===== src/rtl/cpu_io_pkg.sv =====
// Shared definitions for the CPU-facing I/O register blocks.
// Widths and the read-handshake state enum are common to input and output registers.
package cpu_io_pkg;

    localparam int DATA_W = 8;
    localparam int IDX_W  = 5;
    localparam int SLOTS  = 32;

    typedef enum logic {
        IDLE = 1'b0,
        WAIT = 1'b1
    } state_t;

endpackage


===== src/rtl/input_register.sv =====
// Slot-addressed input register file between an external producer and the CPU.
// A CPU read of an empty slot stalls until data arrives (bypass) or the timeout expires.
module input_register
    import cpu_io_pkg::*;
#(
    parameter logic [7:0] TIMEOUT = 8'd200
) (
    input  logic              clk,
    input  logic              rst,
    input  logic [DATA_W-1:0] ext_data,
    input  logic [IDX_W-1:0]  ext_index,
    input  logic              ext_valid,
    output logic              ext_ready,
    input  logic [IDX_W-1:0]  cpu_index,
    input  logic              cpu_read_enable,
    output logic [DATA_W-1:0] cpu_value,
    output logic              cpu_data_valid,
    output logic              cpu_busy,
    output logic              cpu_timeout,
    output logic [SLOTS-1:0]  slot_full,
    output logic              timeout_sticky,
    input  logic              clear_status
);

    logic [DATA_W-1:0] r_mem [SLOTS];
    state_t            r_state;
    logic [IDX_W-1:0]  r_rdIdx;
    logic [7:0]        r_count;

    logic w_waitHit;
    logic w_accept;
    logic w_bypass;
    logic w_store;

    // The slot a stalled read is waiting on always accepts, so the producer can feed the bypass.
    assign w_waitHit = (r_state == WAIT) && (ext_index == r_rdIdx);
    assign ext_ready = w_waitHit ? 1'b1 : !slot_full[ext_index];
    assign w_accept  = ext_valid && ext_ready;
    assign w_bypass  = w_accept && w_waitHit;
    assign w_store   = w_accept && !w_bypass;
    assign cpu_busy  = (r_state == WAIT);

    // Storage carries no reset; slot_full decides whether its contents are meaningful.
    always_ff @(posedge clk) begin
        if (w_store) begin
            r_mem[ext_index] <= ext_data;
        end
    end

    always_ff @(posedge clk) begin
        if (rst) begin
            r_state        <= IDLE;
            r_rdIdx        <= '0;
            r_count        <= '0;
            slot_full      <= '0;
            cpu_value      <= '0;
            cpu_data_valid <= 1'b0;
            cpu_timeout    <= 1'b0;
            timeout_sticky <= 1'b0;
        end else begin
            cpu_data_valid <= 1'b0;
            cpu_timeout    <= 1'b0;

            if (clear_status) begin
                timeout_sticky <= 1'b0;
            end

            if (w_store) begin
                slot_full[ext_index] <= 1'b1;
            end

            case (r_state)
                IDLE: begin
                    if (cpu_read_enable) begin
                        if (slot_full[cpu_index]) begin
                            cpu_value            <= r_mem[cpu_index];
                            slot_full[cpu_index] <= 1'b0;
                            cpu_data_valid       <= 1'b1;
                        end else begin
                            r_rdIdx <= cpu_index;
                            r_count <= '0;
                            r_state <= WAIT;
                        end
                    end
                end

                WAIT: begin
                    // Arriving data wins over a timeout expiring in the same cycle.
                    if (w_bypass) begin
                        cpu_value      <= ext_data;
                        cpu_data_valid <= 1'b1;
                        r_state        <= IDLE;
                    end else if (r_count == TIMEOUT - 8'd1) begin
                        cpu_value      <= '0;
                        cpu_data_valid <= 1'b1;
                        cpu_timeout    <= 1'b1;
                        timeout_sticky <= 1'b1;
                        r_state        <= IDLE;
                    end else begin
                        r_count <= r_count + 8'd1;
                    end
                end

                default: r_state <= IDLE;
            endcase
        end
    end

endmodule


===== config.mk =====
export PLATFORM = sky130hd
export DESIGN_NAME = input_register
export DESIGN_NICKNAME = d
export VERILOG_FILES = /design/src/rtl/cpu_io_pkg.sv /design/src/rtl/input_register.sv
export SDC_FILE = /design/constraint.sdc
export NUM_CORES = 1
export LEC_CHECK = 0
export CAP_MARGIN = 20
export CORE_UTILIZATION = 50
export CTS_BUF_LIST = sky130_fd_sc_hd__clkbuf_4 sky130_fd_sc_hd__clkbuf_8
export DETAILED_ROUTE_END_ITERATION = 8
export PLACE_DENSITY = 0.68
export SYNTH_ARGS = -nofsm -noshare
export SYNTH_HDL_FRONTEND = slang
export SYNTH_SLANG_ARGS = --single-unit

===== constraint.sdc =====
create_clock -name clk -period 3.74 [get_ports clk]
set_input_delay 0.374 -clock clk [delete_from_list [all_inputs] [get_ports clk]]
set_output_delay 0.374 -clock clk [all_outputs]
set_load 0.01 [all_outputs]

==> metrics.md <==
| Metric | Value |
|---|---|
| Critical path arrival | `2.83 ns` |
| DR vias/cell | `6.29` |
| Top post-synthesis cells by area | `edfxtp_1, dfxtp_1, mux4_2, mux2i_1, nor3_1` |
| Synth top cells by count | `edfxtp_1, mux2i_1, dfxtp_1, nor2_1, nor3_1` |
| Setup crit end kind | `output port` |
| Finished Layout Cells | `1370` |
| Crit path top cell by count | `clkdlybuf4s50_1` |
| Post-CTS sizing | `0` |
| Initial antenna violation count | `0` |
| CTS buffer count | `51` |
| Core box area | `26200 um2` |
| Cts hold-fix bufs | `0` |
| Final cycle utilization of the critical path | `0.858` |
| Hold_sp | `rst` |
| DR DRC count | `15` |
| First-pass iteration count of the detailed router | `8` |
| Initial core utilization | `0.513` |
| Grt ovf | `0` |
| Hold Vio Cnt, Final | `0` |
| Clock Tree Root | `clkbuf_8` |
| Largest net degree at the start of global routing | `72` |
| Clock Sink Count | `313` |
| Std cell rows | `59` |
| Relative slew slack | `0.448` |
| Antenna-violating nets left | `0` |
| Layout cells sized above 1 | `0.233` |
| Compound-Gate Fraction of Synth Area | `0.0746` |
| Final-report setup violation count | `0` |
| Period minus WS final | `3.21 ns` |
| Die W | `166 um` |
| TNS Setup | `0 ns` |
| Clock tree from TritonCTS | `built` |
| Dpl cell area | `14800 um2` |
| Ys Warns | `0` |
| Post-CTS setup buffers | `0` |
| Longest Clk Path Bufs | `3` |
| Post-synth ARST share | `0` |
| Yosys reg bits | `313` |
| Reg-to-Reg Start | `slot_full[25]` |
| Power per Cell Area | `456 nW/um2` |
| XOR/XNOR Fraction of Synth Area | `0.00717` |
| Most frequent cell after synthesis | `edfxtp_1` |
| Required time worst endpoint | `3.37 ns` |
| Routed vias | `8615` |
| Combinational family with the most area after synthesis | `multiplexers` |
| First-pass GRT wire length | `53000 um` |
| Violated checks | `design-rule violations` |
| GPL Wtd Cong | `0.912` |
| Post-synthesis simple-gate area fraction | `0.0949` |
| Netlist cell types | `70` |
| Worst Tran Pin Value | `0.829 ns` |
| Clk slew on worst S/H paths | `0.06 ns` |
| Io pins | `68` |
| RSZ-0062 raised after global routing | `false` |
| Max Cap Viol | `0` |
| Slowest cell on crit path | `clkdlybuf4s50_1` |
| DRT Wirelength | `34900 um` |
| Final Max Tran Viols | `0` |
| DP Cell Count | `1282` |
| DP HPWL | `23500 um` |
| Die area | `27500 um2` |
| CP peak stage delay | `0.72 ns` |
| Area grow syn2layout | `17.1%` |
| Syn avg cell area | `15.5 um2` |
| Mapped cell area | `13400 um2` |
| Crit path max fanout | `14` |
| Critical Path, Cell by Cell | `clkdlybuf4s50_1 -> xor2_1 -> nor4_1 -> and3_1 -> inv_1 -> nand2_1 -> clkdlybuf4s50_1` |
| Gr usage total | `0.259` |
| Starting DRT DRC Count | `872` |
| Clock skew | `0.0229 ns` |
| Post-synth EDFFs | `256` |
| Worst vdd ir | `0.252 mV` |
| Min Hold Slack | `0.0932 ns` |
| Synth top area share | `0.572` |
| Drt wl/cell | `25.5 um` |
| Fin nets | `1024` |
| CP Launch Type | `primary input` |
| Synth Area in Adders | `0.000931` |
| Ant. Diodes | `0` |
| Commonest register cell after synthesis | `edfxtp_1` |
| Synth area leader | `edfxtp_1` |
| Fmax | `312 MHz` |
| Vias in the first global route | `8445` |
| Leak pwr | `5.37 nW` |
| Run status | `finished with violations` |
| Clk Latency, worst-skew pair | `0.59 ns` |
| Fin area | `15700 um2` |
| Die Span Y | `166 um` |
| Crit path launch | `ext_index[1]` |
| Post-Syn Nets | `889` |
| Worst Path Class, Setup | `in -> out` |
| Cell count after synthesis | `865` |
| H-tree levels | `2` |
| Post-synthesis sequential area ratio | `0.657` |
| Worst hold path class | `in -> reg` |
| Post-synthesis mux area share | `0.137` |
| I/O Buffers | `67` |
## cell type report
cell class / count / area, um2
Clock inverter: 18 / 92.6
Inverter: 10 / 37.5
Sequential cell: 313 / 8830
Multi-Input combinational cell: 481 / 4220
Tap cell: 335 / 419
Clock buffer: 70 / 857
Timing Repair Buffer: 143 / 1280
Fill cell: 2005 / 10500
## per-stage QoR
stage	setup slack, ns	utilization	total power, mW
2_1_floorplan	0.605	-	4.20
3_3_place_gp	0.286	0.564	4.43
3_5_place_dp	0.235	0.564	4.44
4_1_cts	0.538	0.600	7.21
5_1_grt	0.385	0.600	7.41
6_report	0.532	0.600	7.17
## placed cells by master, fill, tap and decap left out, types with 7 or more instances in the layout
cell,Yosys,routed
nand2_1,22,22
nand4_1,8,8
a22oi_1,13,13
nor2_1,51,51
nor2b_1,11,11
clkbuf_4,0,17
o22ai_1,23,23
nor3_1,47,47
inv_1,8,8
nand2b_1,8,8
a21oi_1,20,20
clkdlybuf4s50_1,0,64
clkinv_1,2,11
dfxtp_1,57,57
mux4_2,45,45
clkbuf_8,0,53
mux2i_1,61,61
xnor2_1,7,7
and2_1,7,7
edfxtp_1,256,256
nor3_2,12,12
a31oi_1,24,24
buf_4,4,74
a211oi_1,21,21
a221oi_1,8,8
## worst paths after layout
path              cells after the start              to  slack [ns]
setup / recovery                      7       ext_ready        0.53
hold / removal                        2  cpu_data_valid        0.09
setup reg to reg                      7    r_mem[11][3]        0.94
hold reg to reg                       2    cpu_value[3]        0.45
## registers in the layout, indices dropped and copies added, names as in the netlist
signal / flops
r_mem: 256
slot_full: 32
cpu_value: 8
r_count: 8
r_rdIdx: 5
cpu_busy: 1
cpu_data_valid: 1
cpu_timeout: 1
timeout_sticky: 1
## logic make-up (layout without fill, tap and decap cells)
family	Yosys count	count (layout)
simple gates	216	216
compound gates	135	135
fa+ha+maj	1	1
mux	118	118
xor+xnor	11	11
flops	313	313
buf+inv	71	241
## critical path: cells and delay by family
kind / cells / cell delay (ns)
buffers and inverters: 3 / 1.34
AND/OR/NAND/NOR: 3 / 0.84
XOR/XNOR: 1 / 0.27
## power by group
group	switching (mW)	total, mW	internal, mW
Sequential	0.0237	3.83	3.80
Clock	1.31	2.80	1.48
Combinational	0.340	0.546	0.206
## metal layers
metal | wire (um) | vias up | track usage
met5 | 0 | - | 0
met4 | 1500 | 0 | 0.111
met3 | 2590 | 107 | 0.0512
met2 | 16200 | 412 | 0.405
met1 | 14600 | 4350 | 0.354
li1 | - | 3746 | -
(Power assumes the default switching activity.)
